### config.mk
export PLATFORM = sky130hd
export DESIGN_NAME = serializer
export DESIGN_NICKNAME = d
export VERILOG_FILES = /design/src/rtl/serializer.sv
export SDC_FILE = /design/constraint.sdc
export NUM_CORES = 1
export LEC_CHECK = 0
export ABC_AREA = 1
export BUFFER_PORTS_ARGS = -buffer_cell sky130_fd_sc_hd__buf_2
export CORE_MARGIN = 10
export CORE_UTILIZATION = 53
export CTS_CLUSTER_DIAMETER = 100
export DETAILED_ROUTE_END_ITERATION = 6
export GPL_TIMING_DRIVEN = 1
export PLACE_DENSITY = 0.78
export RECOVER_POWER = 100
export SETUP_SLACK_MARGIN = 0.05
export SYNTH_ARGS = -nofsm -noshare
export SYNTH_HDL_FRONTEND = slang
export SYNTH_SLANG_ARGS = --single-unit
### constraint.sdc
create_clock -name clk_i -period 1.5 [get_ports clk_i]
set_input_delay 0.15 -clock clk_i [delete_from_list [all_inputs] [get_ports clk_i]]
set_output_delay 0.15 -clock clk_i [all_outputs]
set_load 0.01 [all_outputs]
### src/rtl/serializer.sv
// serializer: MSB-first parallel-to-serial converter with a variable bit count
module serializer #(
  parameter int DATA_W = 16,
  parameter int MOD_W  = $clog2(DATA_W)
) (
  input  logic              clk_i,
  input  logic              srst_n_i,
  input  logic [DATA_W-1:0] data_i,
  input  logic [MOD_W-1:0]  data_mod_i,
  input  logic              data_val_i,
  output logic              ser_data_o,
  output logic              ser_data_val_o,
  output logic              busy_o
);
  typedef enum logic {IDLE, SEND} state_t;
  state_t            state;
  logic [DATA_W-1:0] data_q;
  logic [MOD_W:0]    len_q;
  logic [MOD_W:0]    cnt;
  logic [MOD_W:0]    n;
  logic [MOD_W-1:0]  idx;
  logic              accept;
  // effective length, acceptance (lengths 1 and 2 are dropped) and current bit index
  always_comb begin
    n      = (data_mod_i == '0) ? (MOD_W+1)'(DATA_W) : {1'b0, data_mod_i};
    accept = data_val_i && (n >= (MOD_W+1)'(3));
    idx    = MOD_W'(DATA_W - 1) - cnt[MOD_W-1:0];
  end
  // FSM: the first bit is registered on the accepting edge, the word stays frozen until done
  always_ff @(posedge clk_i) begin
    if (!srst_n_i) begin
      state          <= IDLE;
      data_q         <= '0;
      len_q          <= '0;
      cnt            <= '0;
      ser_data_o     <= 1'b0;
      ser_data_val_o <= 1'b0;
      busy_o         <= 1'b0;
    end else if (state == IDLE) begin
      if (accept) begin
        state          <= SEND;
        data_q         <= data_i;
        len_q          <= n;
        cnt            <= (MOD_W+1)'(1);
        ser_data_o     <= data_i[DATA_W-1];
        ser_data_val_o <= 1'b1;
        busy_o         <= 1'b1;
      end
    end else if (cnt == len_q) begin
      state          <= IDLE;
      cnt            <= '0;
      ser_data_o     <= 1'b0;
      ser_data_val_o <= 1'b0;
      busy_o         <= 1'b0;
    end else begin
      ser_data_o <= data_q[idx];
      cnt        <= cnt + 1'b1;
    end
  end
endmodule

==> Word level (Yosys, flattened, before mapping) <==
Cells that the tools add are included.
{ "word_totals": {"reg_bits": 29, "in_bits": 23, "output_inout_bits": 3, "word_cells": 33} }
{ "op_classes": {"addsub": 2, "order_cmp": 2, "n_eq_ne": 2, "mux": 15, "bitwise_logic": 1, "reduce_logical": 5} }
{ "ops": {"columns": ["operator", "count"], "rows": [
  ["2-to-1 mux 5 bit", 4],
  ["2-to-1 mux 1 bit", 10],
  ["adder 5 x 1 -> 5 bit (second input constant)", 1],
  ["equality test 5 bit", 1],
  ["greater-or-equal comparator 5 x 2 -> 1 bit (second input constant)", 1],
  ["< comparator 4 x 5 -> 1 bit (second input constant)", 1],
  ["binary-select mux 1 bit (select 4 bit)", 1],
  ["zero test 4 bit", 1],
  ["AND reduction 2 bit", 2],
  ["subtractor 4 bit (first input constant)", 1],
  ["inequality test 2 x 1 -> 1 bit (second input constant)", 1],
  ["nonzero test 2 bit", 1],
  ["logical AND 1 bit", 1],
  ["NOT 1 bit", 1]
]} }

==> Depth between registers and ports, before layout <==
Gate-level depths: netlist of the first run.
{ "logic_depth": {"word_depth": 6, "mapped_depth": 11, "depth_no_buf": 11} }

==> Worst setup path before layout of the first run <==
No wires, ideal clock.
{ "synth_path": {"path_type": "flip-flop to flip-flop", "startpoint": "reg cnt[1]", "endpoint": "reg busy_o", "arrival_time_ns": 1.093, "t_required_ns": 1.386, "slack_ns": 0.294, "path_stages_with_launch": 12, "path_buffers": 0, "period_less_slack_ns": 1.206, "path_cell_list": "dfxtp_1 -> inv_2 -> nand2_1 -> nand2_1 -> nor2_1 -> nand3_1 -> nand2_1 -> inv_2 -> nand2_2 -> nand2_2 -> nand2_1 -> nand2_1"} }
{ "synth_between": {"elab_chain_len": 3} }
{ "synth_lines": {"columns": ["element", "line", "rtl"], "rows": [
  ["start, declared", "19", "logic [MOD_W:0] cnt;"],
  ["start signal, assigned", "44", "cnt <= (MOD_W+1)'(1);"],
  ["start signal, assigned", "57", "cnt <= cnt + 1'b1;"],
  ["equality test 5 bit", "49", "end else if (cnt == len_q) begin"],
  ["inequality test 2 x 1 -> 1 bit (no source line)", null, null],
  ["AND reduction 2 bit (no source line)", null, null],
  ["end signal, assigned", "38", "busy_o <= 1'b0;"],
  ["end signal, assigned", "47", "busy_o <= 1'b1;"],
  ["end signal, assigned", "54", "busy_o <= 1'b0;"],
  ["end, declared", "13", "output logic busy_o"]
]} }
No other way between the ends.
A chain may end at the register's enable or synchronous reset.

==> Worst setup path in the final report of the first run <==
{ "layout_path": {"startpoint": "reg cnt[0]", "endpoint": "reg ser_data_o"} }
{ "layout_between": {"elab_chain_len": 5, "elab_cells_between_ends": 6, "cone_classes": "add/sub: 1; eq/ne: 1; mux: 4"} }
{ "layout_lines": {"columns": ["element", "line", "rtl"], "rows": [
  ["subtractor 4 bit", "27", "idx = MOD_W'(DATA_W - 1) - cnt[MOD_W-1:0];"],
  ["binary-select mux 1 bit (select 4 bit)", "56", "ser_data_o <= data_q[idx];"],
  ["2-to-1 mux 1 bit (implied by the code)", "56", null],
  ["2-to-1 mux 1 bit (*)", "49", null],
  ["2-to-1 mux 1 bit (*)", "39", "end else if (state == IDLE) begin"],
  ["end signal, assigned", "45", "ser_data_o <= data_i[DATA_W-1];"],
  ["end signal, assigned", "56", null],
  ["end, declared", "11", "output logic ser_data_o,"]
]} }
Mark *: on every way between the ends. The rest lies on a longest branch, timed or not. The select of a mux whose other input is x is not followed.

==> results.txt, run 1 <==
The remaining routing DRC violations is 0. The number of global-route vias before repair came out at approximately 1200. In this run, synthesis inferred 0 flip-flops with an integrated enable.

The signal on the critical path passes through clkbuf_2 > inv_1 > nand2_1 > nand3_1 > nand3_1 > nand3_1 > nand3_1 > a21oi_1. In the global route stage, overall resource usage came out at 0.128. The path type of the worst setup path is reg -> reg. The number of nets in the synthesized netlist came out at ~220. In this run, post-CTS hold repair placed 0 buffers. The worst path meets setup with between 0.1 and 0.15 ns of slack.

The number of different library cells in the post-synthesis netlist is 24. STA classifies the critical path startpoint as a flip-flop. The stage delay of the slowest cell on the critical path came out at between 0.4 and 0.5 ns. The worst setup path is captured at a flip-flop. The clock tree synthesis step divided the H-tree into 2 levels.

The clock latency of the later-clocked register in the worst-skew pair came out at around 0.33 ns. The area growth from synthesis to layout is 11.9%. The number of hold-slack violations in the final timing report is 0. The share of synthesized registers carrying an async set or reset came out at 0. The share of the yosys chip area belonging to registers came out at 0.424. The placeable core area is around 2500 µm². The most used cell along the critical path is nand3_1. The filler cells instantiated in the layout total between 200 and 300.

Yosys instantiated no cell more often than nand2_1. The count of max-cap constraint violations came out at 0. The number of input and output port buffers inserted is 25. The total congestion overflow after global routing came out at 0. In this run the tightest slew margin relative to its limit is 0.732. At the end of the flow, the number of nets in the layout was roughly 240.

The routed length per instance is 12.4 µm. The cell at the root of the clock tree is clkbuf_4. Of all nets on the critical path, the largest fanout is 8. The clock passes through at most 2 buffers. The worst hold path cell count came out at 3. The required time of the worst setup path came out at 1.72 ns. The minimum period implied by the final worst setup slack came out at 1.35 ns. The static leakage came out at between 0.6 and 0.7 nW. The global placer's final weighted congestion is between 0.8 and 0.9. The post-place instance area came out at between 1000 and 1500 µm². The post-detailed-placement half-perimeter wirelength is ~2.3 mm. The maximum number of pins on one net before global-route repair came out at 29. Timing analysis after detailed placement gives a worst setup slack of ~0.096 ns. In the routed layout, each cell is associated on average with a via count of between 5 and 6. The run finished with clean final reports. The final cycle utilization of the critical path is 0.901.

Based on the critical path, the design can be clocked at up to roughly 0.74 GHz. By count the netlist is led by nand2_1, nor2_1, dfxtp_1. The measured slew at the worst slew-check pin is slightly above 0.4 ns.

The most used flip-flop cell after synthesis is dfxtp_1. The die covers about 5000 µm². The number of warnings issued by yosys is 0. The final wirelength came out at 3.11 mm. The clock skew after layout is around 0.0045 ns. The wire length of the first global-routing pass is about 5.4 mm.

The total I/O pin count is 26. The count of endpoints failing setup in the final report is 0. The total negative slack came out at 0 ns. The vertical die dimension is a little over 70 µm.

The power density normalized to cell area is ~1100 nW/µm². Setup repair after global routing could not meet its margin everywhere. The power consumption came out at 0.00164 W. The initial antenna violation count is 0. The initial utilization of the core area, before any placement, comes to 0.553. The register clock-pin slew on the reported worst setup and hold paths came out at 0.09 ns. The portion of synthesized cell area occupied by the leading cell type came out at 0.424.

The post-synthesis instance area is around 1400 µm². The floorplan has 18 rows. The average size of a mapped cell came out at a little over 7 µm². The post-CTS setup-driven buffer insertion count came out at 0.

The path depth of the worst reg2reg path came out at 8. Across the VDD grid, the largest voltage drop is around 0.0008 V. The number of sinks handled by clock tree synthesis is 29. In the final layout, the share of cells above drive strength 1 is 0.186. After technology mapping, the gate count stands at between 150 and 200. Once layout is done, the placed cells without fillers occupy 1530 µm². The buffering stage count on the worst path with inverters included is 2. TritonCTS built the clock tree. Synthesis inferred 29 register bits. In this run the remaining antenna-violating nets after routing total 0.

Clock tree synthesis inserted a total of 5 buffers. The count of antenna diodes in the layout is 0. After synthesis, the cell types taking the most area are dfxtp_1, nand2_1, nor2_1. The final count of pins violating max slew came out at 0. The highest-delay cell along the critical path is dfxtp_2. Once the clock tree was built, the resizer swapped 0 gates to a different size. The min-delay analysis places its worst path in the category in -> reg. The horizontal extent of the die came out at 70.8 µm.

Data on the critical path arrives at its endpoint at between 1.5 and 2 ns. Across all layers, the routed design uses 1310 vias. The critical path runs through a total of 8 cells. The iteration count of the initial detailed-routing pass is 4. Of all cell types, the one taking the most synthesized area is dfxtp_1. The violation count after the first detailed-route iteration came out at between 100 and 150. On the critical path the largest part of the delay comes from flip-flops.
## power breakdown
part	internal, W	leakage [nW]	switching, W	total [W]
logic	0.000112	0.429	0.000189	0.000301
clock network	0.000186	0.0265	0.000260	0.000447
registers	0.000840	0.241	0.0000508	0.000891
total	0.00114	0.697	0.000500	0.00164
## routing by layer
layer  up-vias  GRT usage  wire length (µm)  part of all wire
li1        674          -                 -                 -
met1       578      0.155              1380              0.45
met2        49      0.199              1340              0.43
met3         9     0.0446               317              0.10
met4         0     0.0602                70             0.023
met5         -          0                 0                 0
## cells in the final DEF (no fill, tap or decap), types with 2 or more instances in the layout
master,n
inv_1,15
nand3_1,15
nand2_2,2
inv_2,3
buf_2,22
o21ai_0,23
o22ai_1,2
clkbuf_4,5
nor2_1,35
a21oi_1,15
dfxtp_1,25
dfxtp_2,3
nand2_1,37
clkbuf_1,6
xnor2_1,2
xor2_1,2
## worst register-to-register path: stages, from the launching register on
cell and delay, ns:
dfxtp_2 0.42, clkbuf_2 0.20, inv_1 0.13, nand2_1 0.08
nand3_1 0.08, nand3_1 0.09, nand3_1 0.06, nand3_1 0.11
a21oi_1 0.07
## final cells by class
class / count / area (µm²) / area share
multi-input cells: 138 / 656 / 0.428
clock buffers: 8 / 48.8 / 0.0318
inverters: 19 / 76.3 / 0.0498
repair buffers: 26 / 126 / 0.0824
well taps: 30 / 37.5 / 0.0245
flip-flops and latches: 29 / 588 / 0.384
## cell families (layout without fill, tap and decap cells)
group | Yosys count | after routing | synth area share
flip-flops | 29 | 29 | 0.424
buffers and inverters | 26 | 53 | 0.0977
adder cells (fa/ha/maj) | 1 | 1 | 0.00913
AO/OA/AOI/OAI | 40 | 40 | 0.148
XOR/XNOR | 4 | 4 | 0.0256
AND/OR/NAND/NOR | 93 | 93 | 0.296
## per-stage QoR
stage               hold slack, ns   util  std cells
global route                0.0356  0.619        250
global placement             0.371  0.598        242
CTS                         0.0379  0.618        250
finish                      0.0347  0.619        250
floorplan                    0.285      -        193
detailed placement           0.380  0.598        242
## registers in the layout, indices dropped and copies added (netlist names)
| signal | cells |
|---|---|
| cnt | 5 |
| busy_o | 1 |
| data_q | 16 |
| len_q | 5 |
| ser_data_o | 1 |
| state | 1 |
## final timing paths
kind	slack, ns	endpoint	startpoint
min reg2reg	0.46	data_q[12]	data_q[12]
max	0.15	ser_data_o	cnt[0]
min	0.03	data_q[6]	data_i[6]
max reg2reg	0.15	ser_data_o	cnt[0]
No activity file was read; power rests on OpenSTA's default activity.
==> run 2, diff against run 1 <==
--- a/config.mk
+++ b/config.mk
@@ -9,9 +9,9 @@
 export BUFFER_PORTS_ARGS = -buffer_cell sky130_fd_sc_hd__buf_2
 export CORE_MARGIN = 10
-export CORE_UTILIZATION = 53
+export CORE_UTILIZATION = 39
 export CTS_CLUSTER_DIAMETER = 100
 export DETAILED_ROUTE_END_ITERATION = 6
 export GPL_TIMING_DRIVEN = 1
-export PLACE_DENSITY = 0.78
+export PLACE_DENSITY = 0.61
 export RECOVER_POWER = 100
 export SETUP_SLACK_MARGIN = 0.05
==> constraint.sdc (replaced) <==
create_clock -name clk_i -period 1.5 [get_ports clk_i]
set_input_delay 0.15 -clock clk_i [delete_from_list [all_inputs] [get_ports clk_i]]
set_output_delay 0.15 -clock clk_i [all_outputs]
set_load 0.02 [all_outputs]
==> results.txt, run 2 (synthesis results as in run 1) <==
The critical path startpoint category is a flip-flop. The power density normalized to cell area came out at roughly 1100 nW/µm². The number of input and output port buffers inserted came out at 25. The count of antenna diodes in the layout came out at 0. Pin placement for this block handled 26 I/O pins. The path depth of the worst reg2reg path is 4.

The starting density of the core came out at 0.407. The static leakage came out at between 0.7 and 0.8 nW. The initial antenna violation count came out at 0. The floorplan step defined a core boundary enclosing between 3000 and 4000 µm². The remaining routing DRC violations came out at 0. The global placer's final weighted congestion is 0.785. The net count of the finished layout is between 200 and 250. Summed over all nets, wire length on met2 after detailed routing comes to 1.32 mm. Setup repair after global routing left no endpoint under its margin. The worst hold path cell count came out at 3. The share of layout cells above drive strength 1 is 0.189.

The area of the die is about 6300 µm². The routed length per instance came out at around 11 µm. The number of flip-flops under the largest register name came out at 16. The number of placement rows came out at 21. For this block, wires on met1 add up to approximately 1.5 mm.

Leaving out fill and tap cells, the most frequent cells in the layout are nand2_1, nor2_1, dfxtp_1, o21ai_0, buf_2. In the routed layout, each cell is associated on average with a via count of 4.64. The count of endpoints failing setup in the final report is 0.

The highest metal layer used by the detailed router is met4. The total clock buffers created by CTS came out at 5. The worst-case IR drop observed on VDD is 0.000435 V. The flow ran to the end, and the final reports show no timing, DRC or antenna violations. The wire length of the first global-routing pass came out at 5.46 mm.

The number of sinks handled by clock tree synthesis is 29. The vertical die dimension is roughly 79 µm. The number of global-route vias before repair is ~1300. The layout-stage area growth over the synthesis result came out at 13.3%. Hold repair after CTS inserted 0 buffers. The register clock-pin slew on the reported worst setup and hold paths is approximately 0.1 ns. Leaving out fill and tap cells, the most frequent cell in the layout is nand2_1. The final count of pins violating max slew came out at 0. The number of resized instances in the post-cts repair step came out at 0. Data on the critical path is required at its endpoint by 1.77 ns. The post-CTS setup-driven buffer insertion count came out at 0. The minimum period implied by the final worst setup slack is about 1.3 ns.

The measured slew at the worst slew-check pin is roughly 0.44 ns. The post-detailed-placement half-perimeter wirelength is about 2.3 mm. The maximum clock frequency is between 0.7 and 0.8 GHz.

The iteration count of the initial detailed-routing pass is 4. The final cycle utilization of the critical path is 0.861. The clock skew after layout came out at about 0.011 ns. The path type of the worst setup path is reg -> reg.

Summed over all layers, the global routing overflow is 0. The final wirelength is roughly 3.0 mm. The critical path data arrival time is around 1.6 ns. The total negative slack came out at 0 ns. The horizontal extent of the die came out at ~79 µm. The maximum net fanout on the critical path came out at 12. The level count of the clock H-tree is 2. The count of max-cap constraint violations came out at 0. In this run, the number of DRC markers left after iteration 0 of detailed routing was slightly above 80.

Detailed routing placed a total of roughly 150 µm of wire on met3. The power consumption is ~0.0016 W. The worst setup path is captured at a flip-flop. The worst slew margin relative to its limit is 0.703.

The total global routing track utilization came out at 0.107. The count of antenna-violating nets left after detailed routing is 0. In the final layout, the registers with the most flip-flops are data_q (16), cnt (5), len_q (5). The maximum buffer depth of the clock tree came out at 2. Entering global routing, the biggest net connects 29 pins. The number of hold-slack violations in the final timing report came out at 0. TritonCTS built the clock tree. The min-delay analysis places its worst path in the category in -> reg. The register with the most flip-flops in the final layout is data_q. The total number of vias is approximately 1200. CTS placed an instance of clkbuf_4 at the clock tree root. The clock latency of the later-clocked register in the worst-skew pair is 0.34 ns.
==> run 2: critical path, cell delays in order (launching register included) <==
cell      delay (ns)
dfxtp_1         0.33
nor2_1          0.37
clkbuf_2        0.31
nand2_1         0.08
a21oi_1         0.13
==> run 2: routing by layer <==
layer | GRT usage | up-vias
met2 | 0.167 | 20
met3 | 0.0495 | 5
met4 | 0.0376 | 0
li1 | - | 675
met1 | 0.125 | 544
met5 | 0 | -
==> run 2: final timing paths <==
path                 to  slack (ns)        from
max            len_q[0]        0.21       state
min           data_q[6]        0.03   data_i[6]
max reg2reg    len_q[0]        0.21       state
min reg2reg  data_q[12]        0.45  data_q[12]
==> run 2: report_power, final <==
group | switching, W | leakage (nW) | internal [W]
sequential | 0.0000397 | 0.241 | 0.000840
combinational | 0.000197 | 0.433 | 0.000114
clock | 0.000274 | 0.0320 | 0.000178
total | 0.000511 | 0.706 | 0.00113
==> run 2: final cells by class <==
class                      instances  area, µm²
clock buffer                       6       41.3
tap                               46       57.6
sequential                        29        587
clock inverter                     2       10.0
inverter                          19       76.3
multi-input combinational        138        639
timing repair buffer              28        141
fill                             386       1810
==> run 2: metrics by stage <==
step | cell area, µm² | std cells | hold WS (ns) | util | worst slack [ns]
after floorplan | 1370 | 193 | 0.285 | - | 0.292
after global placement | 1520 | 260 | 0.375 | 0.451 | 0.136
after global routing | 1550 | 268 | 0.00993 | 0.462 | 0.0362
after detailed placement | 1520 | 260 | 0.378 | 0.451 | 0.102
final | 1550 | 268 | 0.0260 | 0.462 | 0.208
after CTS | 1570 | 268 | 0.0131 | 0.467 | 0.0911
==> run 3, diff against run 2 <==
- SETUP_SLACK_MARGIN: 0.05 -> 0.5
==> results.txt, run 3 (synthesis results as in run 1) <==
The flow ran to the end, and the final reports show no timing, DRC or antenna violations. The global placer's final weighted congestion is approximately 0.80. The wire-length estimate of the detail-placed layout is between 2 and 2.5 mm. For this design, the CTS-stage hold fixing added 0 buffers. The remaining routing DRC violations is 0. The number of placement rows came out at 21. The maximum VDD drop came out at ~0.00045 V. 0 antenna diodes ended up in the layout. The net count of the finished layout came out at 262. The iteration count of the initial detailed-routing pass came out at 5. The worst setup path is captured at a flip-flop. The clock skew after layout is 0.00662 ns. For this run the aggregate overflow at the end of global routing stands at 0. The initial antenna violation count came out at 0. The top cell types in the final layout, fill and taps aside, are nand2_1, nor2_1, dfxtp_1, buf_2, o21ai_0. The area of the die is around 6300 µm². The total number of vias is between 1000 and 1500.

The minimum period implied by the final worst setup slack is around 1.3 ns. The horizontal extent of the die is between 70 and 80 µm. The number of clock buffers added by TritonCTS is 5. The maximum clock frequency is 0.790 GHz. For this design the ratio of total power to cell area is 988 nW/µm².

The count of max-cap constraint violations came out at 0. The violation count after the first detailed-route iteration came out at between 90 and 100. The static leakage is about 0.83 nW. The CTS tree is built.

The maximum buffer depth of the clock tree is 2. The share of layout cells above drive strength 1 came out at 0.382. The class of the tightest hold or removal check is in -> reg. The level count of the clock H-tree came out at 2.

The minimum hold slack came out at roughly 0.036 ns. The number of input and output port buffers inserted is 25. The number of global-route vias before repair was ~1300. Counting every sink on the clock net gives 29. The required time of the worst setup path came out at around 1.7 ns. The register clock-pin slew on the reported worst setup and hold paths is 0.09 ns. The average vias per placed instance is ~4.9. The clock latency of the later-clocked register in the worst-skew pair is 0.33 ns. The number of flip-flops under the largest register name is 16. Setup repair after global routing could not meet its margin everywhere. The maximum net fanout on the critical path came out at 5.

From bottom edge to top edge, the die measures ~79 µm. The worst setup path is launched from a flip-flop. The number of hold-slack violations in the final timing report is 0. The total global routing track utilization came out at 0.113. Counting flops per register, the top entry is data_q. Relative to the synthesized area, the layout overhead comes to 35.2%. The starting density of the core is 0.407. The maximum number of pins on one net before global-route repair is 29.

The placeable core area came out at ~3400 µm². The utilization after layout is 0.551. Data on the critical path arrives at its endpoint at approximately 1.5 ns. The final cycle utilization of the critical path came out at 0.844.

The total I/O pin count is 26. Clock tree synthesis selected as its root buffer the cell clkbuf_4. The routed length per instance is roughly 14 µm.

The final wirelength is between 3 and 4 mm. The largest registers in the layout are data_q (16), cnt (5), len_q (5). The count of endpoints failing setup in the final report came out at 0. The first global-routing pass estimated 5.70 mm of wire. The count of antenna-violating nets left after detailed routing came out at 0. For the final routed database, the setup TNS stands at 0 ns. Measured against its own limit, the worst slew margin works out to 0.730. The critical path is of the reg -> reg type.

The final count of pins violating max slew is 0. For the pin with the worst max-slew slack, the measured transition is 0.405 ns.
## run 3: cell types whose count changed in the layout (fill, tap and decap cells not counted), moves of 3 or more
cell     previous run  this run
nor2_2              0         3
dfxtp_2             2         5
a21oi_1            15         8
nand2_2             2         6
o21ai_2             0         4
dfxtp_1            26        21
nand3_1            15        12
o21ai_0            22        16
buf_4               2        15
nor2_1             36        31
nand2_1            37        31
inv_1              16        13
a21oi_2             0         7
## run 3: routing by layer
layer / global-route usage / vias to the layer above / routed length, µm
met2: 0.169 / 36 / 1830
li1: - / 711 / -
met4: 0.0609 / 0 / 60
met5: 0 / - / 0
met3: 0.0394 / 7 / 239
met1: 0.137 / 631 / 1810
## run 3: where the power goes
part,internal [W],switching (W)
logic,0.000180,0.000274
registers,0.000841,0.0000503
clock network,0.000221,0.000264
## run 3: cell type report
type,instances,area [µm²]
clock buffers,7,55.1
fillers,354,1510
inverters,19,88.8
multi-input cells,138,773
flip-flops and latches,29,598
well taps,46,57.6
repair buffers,43,259
repair inverters,2,20.0
## run 3: what timing repair did
item | in CTS | in global routing
setup endpoints to repair | 27 | 32
gates cloned | 0 | 3
gates resized for setup | 4 | 44
pin swaps | 3 | 13
buffers inserted | 10 | 5
## run 3: critical path: stages, from the launching register on
cell and delay (ns):
dfxtp_4 0.39, inv_4 0.05, nand2_2 0.06, nand2_2 0.05
nor2_1 0.13, nand3_2 0.09, nand2_1 0.08, inv_1 0.09
nand2_4 0.09, nand2_2 0.06, nand2_2 0.05, nand2_1 0.04
## run 3: path summary, 6_finish.rpt
| kind | from | to | slack [ns] | cells past startpoint |
|---|---|---|---|---|
| setup / recovery | cnt[1] | busy_o | 0.23 | 11 |
| hold / removal | data_i[11] | data_q[11] | 0.04 | 3 |
| setup reg to reg | cnt[1] | busy_o | 0.23 | 11 |
| hold reg to reg | data_q[4] | data_q[4] | 0.46 | 2 |
## run 3: stage by stage
| step | power [W] | std cells | instance area (µm²) | worst slack, ns |
|---|---|---|---|---|
| finish | 0.00183 | 284 | 1850 | 0.234 |
| detailed placement | 0.00124 | 259 | 1560 | 0.180 |
| CTS | 0.00175 | 276 | 1700 | 0.290 |
| global route | 0.00194 | 284 | 1850 | 0.112 |
| floorplan | 0.00116 | 193 | 1430 | 0.403 |
| global placement | 0.00124 | 259 | 1560 | 0.171 |
